$ cat src/rtl/grid_pkg.sv
// Shared grid constants, row_bias FSM state type, LFSR taps and one-hot helpers.
// GRID_LEN comes from the `GRID_LEN macro and defaults to 9.
`ifndef GRID_LEN
`define GRID_LEN 9
`endif

package grid_pkg;

  localparam int GRID_LEN_P = `GRID_LEN;
  localparam int IDX_W      = $clog2(GRID_LEN_P);

  typedef enum logic [1:0] {
    SHUFFLE = 2'd0,
    SWAP    = 2'd1,
    READY   = 2'd2
  } row_bias_fsm_state;

  // Galois taps for x^16+x^14+x^13+x^11+1, right-shifting form
  localparam logic [15:0] LFSR_TAPS     = 16'hB400;
  localparam logic [15:0] LFSR_ZERO_SUB = 16'hACE1;

  function automatic logic [IDX_W-1:0] onehot_to_idx(input logic [GRID_LEN_P:0] oh);
    logic [IDX_W-1:0] idx;
    idx = {IDX_W{1'b0}};
    for (int k = 0; k < GRID_LEN_P; k++) begin
      if (oh[k]) idx = IDX_W'(k);
      else       idx = idx;
    end
    return idx;
  endfunction

  function automatic logic is_entry_select(input logic [GRID_LEN_P:0] oh);
    return $onehot(oh) && !oh[GRID_LEN_P];
  endfunction

endpackage

$ cat src/rtl/lfsr_galois.sv
// Right-shifting Galois LFSR; a zero seed is replaced so the register never locks up.
module lfsr_galois
  import grid_pkg::*;
#(
  parameter int LFSR_W = 16
) (
  input  logic              clock,
  input  logic              reset,
  input  logic [LFSR_W-1:0] seed,
  input  logic              advance,
  output logic [LFSR_W-1:0] value
);

  localparam logic [LFSR_W-1:0] TAPS = LFSR_W'(LFSR_TAPS);
  localparam logic [LFSR_W-1:0] SUB  = LFSR_W'(LFSR_ZERO_SUB);

  logic [LFSR_W-1:0] r_value;

  // Seed load on reset, one Galois step per advance
  always_ff @(posedge clock) begin
    if (reset) begin
      r_value <= (seed == {LFSR_W{1'b0}}) ? SUB : seed;
    end else if (advance) begin
      r_value <= {1'b0, r_value[LFSR_W-1:1]} ^ (r_value[0] ? TAPS : {LFSR_W{1'b0}});
    end else begin
      r_value <= r_value;
    end
  end

  assign value = r_value;

endmodule

$ cat src/rtl/row_bias.sv
// Per-row shuffled one-hot value source feeding each tile's rowbias input.
// Optional ROW_BIAS_RESHUFFLE_EN adds a reshuffle input that restarts the shuffle from READY.
`ifndef GRID_LEN
`define GRID_LEN 9
`endif

module row_bias
  import grid_pkg::*;
#(
  parameter int GRID_LEN = `GRID_LEN,
  parameter int LFSR_W   = 16
) (
  input  logic                clock,
  input  logic                reset,
  input  logic [LFSR_W-1:0]   seed,
  input  logic [GRID_LEN:0]   rqindex,
  input  logic                updaterowbias,
`ifdef ROW_BIAS_RESHUFFLE_EN
  input  logic                reshuffle,
`endif
  output logic [GRID_LEN-1:0] rowbias,
  output logic                ready
);

  localparam int IW = $clog2(GRID_LEN);

  row_bias_fsm_state  r_state, w_next;
  logic [GRID_LEN-1:0] r_entry [GRID_LEN];
  logic [IW-1:0]       r_i, r_j;
  logic [GRID_LEN-1:0] r_rowbias;
  logic                r_ready;
  logic [LFSR_W-1:0]   w_lfsr;
  logic [IW-1:0]       w_draw;
  logic                w_advance, w_restart;
  logic [GRID_LEN-1:0] w_sel;

  lfsr_galois #(.LFSR_W(LFSR_W)) u_lfsr (
    .clock   (clock),
    .reset   (reset),
    .seed    (seed),
    .advance (w_advance),
    .value   (w_lfsr)
  );

  assign w_draw = w_lfsr[IW-1:0];

  // FSM state register
  always_ff @(posedge clock) begin
    if (reset) r_state <= SHUFFLE;
    else       r_state <= w_next;
  end

  // Next state, LFSR advance and restart decode; draws above i are rejected
  always_comb begin
    w_next    = r_state;
    w_advance = 1'b0;
    w_restart = 1'b0;
    case (r_state)
      SHUFFLE: begin
        w_advance = 1'b1;
        if (r_i == {IW{1'b0}})  w_next = READY;
        else if (w_draw <= r_i) w_next = SWAP;
        else                    w_next = SHUFFLE;
      end
      SWAP:  w_next = SHUFFLE;
      READY: begin
`ifdef ROW_BIAS_RESHUFFLE_EN
        if (reshuffle) begin
          w_next    = SHUFFLE;
          w_restart = 1'b1;
        end else begin
          w_next = READY;
        end
`else
        w_next = READY;
`endif
      end
      default: w_next = SHUFFLE;
    endcase
  end

  // Entry lookup; zero, multi-hot or exhausted selects yield no candidate
  always_comb begin
    w_sel = {GRID_LEN{1'b0}};
    if (is_entry_select(rqindex)) w_sel = r_entry[onehot_to_idx(rqindex)];
    else                          w_sel = {GRID_LEN{1'b0}};
  end

  // Permutation, shuffle index and registered outputs
  always_ff @(posedge clock) begin
    if (reset) begin
      for (int k = 0; k < GRID_LEN; k++) begin
        r_entry[k] <= {{(GRID_LEN-1){1'b0}}, 1'b1} << k;
      end
      r_i       <= IW'(GRID_LEN - 1);
      r_j       <= {IW{1'b0}};
      r_rowbias <= {GRID_LEN{1'b0}};
      r_ready   <= 1'b0;
    end else begin
      case (r_state)
        SHUFFLE: begin
          if (w_next == SWAP) r_j <= w_draw;
          else                r_j <= r_j;
        end
        SWAP: begin
          r_entry[r_i] <= r_entry[r_j];
          r_entry[r_j] <= r_entry[r_i];
          r_i          <= r_i - {{(IW-1){1'b0}}, 1'b1};
        end
        READY: begin
          if (w_restart) begin
            r_i       <= IW'(GRID_LEN - 1);
            r_rowbias <= {GRID_LEN{1'b0}};
          end else if (updaterowbias) begin
            r_rowbias <= w_sel;
          end else begin
            r_rowbias <= r_rowbias;
          end
        end
        default: r_rowbias <= {GRID_LEN{1'b0}};
      endcase
      r_ready <= (w_next == READY);
    end
  end

  assign rowbias = r_rowbias;
  assign ready   = r_ready;

endmodule

$ cat config.mk
export PLATFORM = sky130hd
export DESIGN_NAME = row_bias
export DESIGN_NICKNAME = d
export VERILOG_FILES = /design/src/rtl/grid_pkg.sv /design/src/rtl/lfsr_galois.sv /design/src/rtl/row_bias.sv
export SDC_FILE = /design/constraint.sdc
export NUM_CORES = 1
export LEC_CHECK = 0
export CELL_PAD_IN_SITES_DETAIL_PLACEMENT = 0
export CELL_PAD_IN_SITES_GLOBAL_PLACEMENT = 1
export CORE_ASPECT_RATIO = 0.75
export CORE_UTILIZATION = 52
export DETAILED_ROUTE_END_ITERATION = 12
export PLACE_DENSITY_LB_ADDON = 0.1
export SLEW_MARGIN = 10
export SYNTH_ARGS = -nofsm -noshare
export SYNTH_HDL_FRONTEND = slang
export SYNTH_SLANG_ARGS = --single-unit
$ cat constraint.sdc
create_clock -name clock -period 4.5 [get_ports clock]
set_clock_uncertainty 0.1 [all_clocks]
set_input_delay 0.45 -clock clock [delete_from_list [all_inputs] [get_ports clock]]
set_output_delay 0.45 -clock clock [all_outputs]
set_load 0.1 [all_outputs]
==> run metrics <==
CTS tree yes; cts repair resizes 0; fmax 0.244 GHz; max_slew headroom roughly a fifth; Congestion Overflow GR 0; most frequent cell after synthesis edfxtp_1; Clk Latency, worst-skew pair 0.45 ns; largest net degree at the start of global routing 48; Pins Over Slew Limit 0; first-pass GRT wire length 52300 um; Remaining DRCs 0; #FFs+latches synth 188; Layout area overhead 9.14%; Register Area 5370 um^2; status complete, no violations; Initial DRC Count 1377; final hold vios 0; Post-CTS Setup Repair Bufs 0; H-tree Lvls 4; Worst Hold Class flip-flop to flip-flop; register area share after synthesis 47.5%; Post-synth top cells edfxtp_1 (160), mux2i_1 (102), nand2_1 (98); Mapped Area 11300 um^2; Post-synth EDFFs 160; routed vias 8309; CP Launch Type input port; share of layout cells above drive strength 1 approximately 19%; fin cells 1168; crit path DAT roughly 4.4 ns; vias in the first global route 7883; Post-CTS Hold Fix Bufs 0; TritonCTS Buffers 17; clk sinks ~190; placed cell count 1136; final worst-path setup slack 0.396 ns; Synth async-reset ratio 0%; Synth top area share 42.5%; Final ANT Viol Nets 0; total core area between 20000 and 25000 um^2; RSZ-0062 raised after global routing false; Final Core Density around three fifths; P_leak 4.28 nW; vias per inst 7.11; Post-Syn Area per Cell 13.2 um^2; initial antenna violation count 2; Final HPWL DP 24700 um; GPL Wtd Cong 0.983; Total GRT Usage 33.6%; n_diodes 0; pre-CTS setup slack -0.0641 ns; Least-Margin Pin Slew 1.19 ns; die area between 20000 and 25000 um^2; I/O Buffers 38; Area contributors post-synth edfxtp_1 (42%), mux4_2 (13%), mux2i_1 (9.0%); critical path data required time approximately 4.8 ns; main flop type after synthesis edfxtp_1; Clock transition at path regs 0.07 ns; hold_ws 0.371 ns; drt pass-1 iters 6; multi-input logic area ~5500 um^2; starting density of the core 53.2%; crit path kind input port to flip-flop; Final Cycle Share between 90% and 100%; Layout fillers 1680; WL per Instance 31.1 um; Nets 913; Cells after Synth 858; Die Y-Extent 130 um; Synthesis Warnings 0; Finished Cell Area 12300 um^2; crit end category flip-flop; CP peak stage delay 0.52 ns; maximum capacitance violations 0; cell taking the most area after synthesis edfxtp_1; pwr/cell area 649 nW/um^2; Placement Cell Area 11800 um^2; CP most frequent cell fa_1; setup total negative slack 0 ns; Routed WL 36300 um; CP max stage cell fa_1; Setup-failing EPs final 0; IO Count 39; CTS root buffer clkbuf_16; Tmin final roughly 4.1 ns; DIE WIDTH roughly 170 um; CP max FO 9; Max Root-Sink Buffers 2; VDD IR-drop max 0.000280 V; CP Cell Sequence clkdlybuf4s50_1, fa_1, fa_1, inv_1, fa_1, inv_1, ha_1, inv_1, fa_1, a2111oi_0, a21oi_1, nor2_1, buf_4, o21ai_0, a221oi_1, a22o_1; Post-Syn Nets 904; Power, Total 8.01 mW; # rows 46; count of cell types in the netlist 55
-- area by class of cell --
cell class	count	area share (%)
clock buffer	19	3.51
inverter	16	0.487
tap	288	2.92
timing repair buffer	60	4.38
multi-input combinational	584	44.3
sequential	188	43.5
clock inverter	13	0.923
-- layout by cell type (no fill, tap or decap), types with 6 or more instances in the layout --
cell type        synthesis  layout
buf_4                   10      22
nand2b_1                11      11
inv_1                   15      15
o22ai_1                 75      75
fa_1                     6       6
a31oi_1                 14      14
o21ai_4                 13      13
nand2_1                 98      98
nor2b_1                 13      13
mux4_1                   9       9
mux2_2                  30      30
nor3_1                   7       7
dfxtp_1                 28      26
o22a_1                   8       8
clkbuf_16                0      17
nor2_1                  24      24
nor4_1                   7       7
mux2i_1                102     102
o211ai_1                 8       8
edfxtp_1               160     160
clkdlybuf4s50_1          0      37
mux4_2                  63      63
nand3_1                  9       9
o21ai_0                 16      12
ha_1                    11      11
-- state kept, by name (all words and copies together) (netlist names), named ones only --
register and flops:
r_state 2, rowbias 9, r_i 4, r_j 4, r_entry 144, u_lfsr.value 16, ready 1
-- worst max-delay path, delay by kind of cell --
kind / cells / cell delay, ns
AOI/OAI and AO/OA: 5 / 0.95
and+or+nand+nor: 1 / 0.12
buffers and inverters: 5 / 0.81
adders and majority gates: 5 / 2.05
-- logic make-up after synthesis --
logic type / count (synthesis) / share of synthesized area [%]
AOI/OAI and AO/OA: 166 / 11.0
xor gates and xnor gates: 6 / 0.465
adders and majority gates: 17 / 2.28
buffers and inverters: 86 / 4.22
DFF: 188 / 47.5
muxes: 204 / 26.7
and+or+nand+nor: 191 / 7.94
-- power breakdown --
| part | total (mW) | switching (mW) | internal [mW] |
|---|---|---|---|
| logic | 3.81 | 2.41 | 1.40 |
| clock network | 1.47 | 0.707 | 0.765 |
| registers | 2.72 | 0.411 | 2.31 |
| total | 8.01 | 3.53 | 4.48 |
-- path summary, 6_finish.rpt --
| path | startpoint | to | slack [ns] | depth (start not counted) |
|---|---|---|---|---|
| min reg2reg | rowbias[7] | rowbias[7] | 0.37 | 1 |
| max reg2reg | flip-flop | r_entry[8][8] | 1.10 | 7 |
| min | rowbias[7] | rowbias[7] | 0.37 | 1 |
| max | rqindex[5] | rowbias[2] | 0.40 | 16 |
-- routing by layer --
layer / part of all wire, % / routed length, um / GRT usage [%] / vias to the layer above
met3: 13 / 4540 / 9.16 / 70
met4: 2.7 / 976 / 11.5 / 2
met2: 44 / 15800 / 48.8 / 587
met5: 0.028 / 10 / 0 / -
li1: - / - / - / 3424
met1: 41 / 14900 / 48.8 / 4226
No activity file was read; power rests on OpenSTA's default activity.
==> variant, RTL diff (same flow settings) <==
The option `ROW_BIAS_RESHUFFLE_EN` is turned on by a define.
--- a/src/rtl/row_bias.sv
+++ b/src/rtl/row_bias.sv
@@ -1,5 +1,7 @@
 // Per-row shuffled one-hot value source feeding each tile's rowbias input.
 // Optional ROW_BIAS_RESHUFFLE_EN adds a reshuffle input that restarts the shuffle from READY.
+`define ROW_BIAS_RESHUFFLE_EN
+
 `ifndef GRID_LEN
 `define GRID_LEN 9
 `endif
Interface: changed (added reshuffle); port bits go from 39 to 40. No check against the original RTL was run, so the function may have changed too.
==> variant against the original RTL <==
  * Critical path depth shrank 2
  * Routed wire length decreased by 6.6%
  * Total power increased by 6.7%
  * Synthesized cell count grew 0.23%
  * Sequential power rose by 4%
  * Maximum frequency fell by 6.6%
  * Worst setup slack lost 0.29 ns
  * Final area grew 0.77%
  * Core utilization is 0.29 points higher
  * Sequential cell count is the same
  * Clock power up 5%
  * First-iteration DRC count shrank 19%
  * Synthesized area rose by 0.82%
  * Critical endpoint is now rowbias[3]
  * Largest cell class unchanged
  * Largest power group unchanged
  * Highest routed layer is now met4
==> variant: results (changes against the original RTL) <==
metric,value,unit,change
outcome,finished clean,,
drt_iter0_drc,1116,,-19%
path_clk_slew,0.08,ns,
synth_cell_types,56,,+1.8%
crit_family,adder cells,,
rr_worst_depth,7,,unchanged
worstReg2RegEnd,r_entry[1][1],,
wl_met2,14500,µm,-8.4%
io_buffer_count,39,,+2.6%
drt-total-wl,33900,µm,-6.6%
cts_root_buf,clkbuf_16,,
gp_congestion,0.923,,-6.1%
synthAdderAreaFrac,0.0215,,-0.00128
p_sw_frac,0.438,,-0.00316
drt-met1-wl,13800,µm,-7.4%
first_pass_iters,5,,-1
grtUsageMet3,0.125,,+0.0331
fillers,1707,,+1.6%
post_dp_cell_area,0.0118,mm²,+0.36%
clock_latency,0.44,ns,
async_flop_share,0,,unchanged
met1_usage,0.427,,-0.0611
irDropWorstVdd,0.295,mV,+5.2%
synth-xor-area-share,0.00384,,-0.000806
antenna_found_initial,0,,-2
worst_slew_pin_slew,1.19,ns,-0.000706 ns
synthTopCellsByArea,"edfxtp_1 42%, mux4_2 14%, mux2i_1 9.0%, dfxtp_1 4.9%, o22ai_1 4.1%",,
drive_gt1_frac,0.206,,+0.0143
layout.nets,911,,-0.22%
synth_commonest_cells,"160 x edfxtp_1, 103 x mux2i_1, 80 x nand2_1",,
hpwl,23700,µm,-4.1%
hold_path.class,flip-flop to flip-flop,,
leakagePower,4.27,nW,-0.19%
top_layer,met4,,
vias_per_cell,6.84,,-3.8%
grt_pass1_wl,50000,µm,-4.4%
synth_warnings,0,,unchanged
cp.arrival,4.68,ns,+0.28 ns
crit_end,rowbias[3],,
grt_pass1_vias,7730,,-1.9%
grt_usage,0.309,,-0.0273
yosys-mux-area-fraction,0.257,,-0.00952
synth_compound_area_frac,0.110,,-0.000124
cp-startpoint,rqindex[5],,
met3WireLength,4910,µm,+8.1%
largest-register,r_entry,,
cts_made_buffers,17,,unchanged
grt_max_degree,45,,-6.3%
synth_edf_count,160,,unchanged
met2_usage,0.453,,-0.0351
ys_seq_area_frac,0.471,,-0.00385
cts_resized,0,,unchanged
reg2reg_slack,1.29,ns,+0.19 ns
==> variant: changes by cell type in the layout (fill, tap and decap cells not counted), sizes merged, moves of 5 or more <==
cell     before  now
a31oi        14    7
nand2        99   81
o21ai        35   27
mux2         30   24
o211ai        8    1
o2111ai       2    8
inv          19   33
clkinv        7    2
a221oi        4    9
nand3         9   30
==> variant: metrics by stage <==
stage | util | setup TNS, ns | std cells | worst slack, ns
2_1_floorplan | - | 0 | 860 | 0.455
3_3_place_gp | 0.556 | -2.12 | 1134 | -0.247
3_5_place_dp | 0.556 | -2.93 | 1134 | -0.378
4_1_cts | 0.583 | 0 | 1165 | 0.0667
5_1_grt | 0.584 | -0.360 | 1165 | -0.100
6_report | 0.584 | 0 | 1165 | 0.106
==> variant: how the worst min path moves through the flow <==
stage | start | to | slack, ns | depth (start not counted)
after floorplan | r_j[0] | flip-flop | 0.42 | 2
after global placement | rowbias[6] | rowbias[6] | 0.35 | 1
after detailed placement | rowbias[7] | rowbias[7] | 0.37 | 1
after CTS | rowbias[8] | rowbias[8] | 0.38 | 1
after global routing | rowbias[7] | rowbias[7] | 0.40 | 1
final | rowbias[8] | rowbias[8] | 0.37 | 1
==> variant: area by class of cell <==
type / instances / share of cell area
clock inverters: 13 / 0.0127
clock buffers: 18 / 0.0345
repair buffers: 58 / 0.0439
multi-input cells: 573 / 0.440
well taps: 288 / 0.0290
inverters: 27 / 0.00815
flip-flops and latches: 188 / 0.432
==> variant: power groups by stage <==
stage                     sequential, mW  combinational [mW]  clock, mW
final                               2.82                4.18       1.54
after global routing                2.86                4.36       1.61
after CTS                           2.82                4.06       1.55
after detailed placement            2.86                4.02          0
after global placement              2.84                3.96          0
after floorplan                     2.48                3.38          0
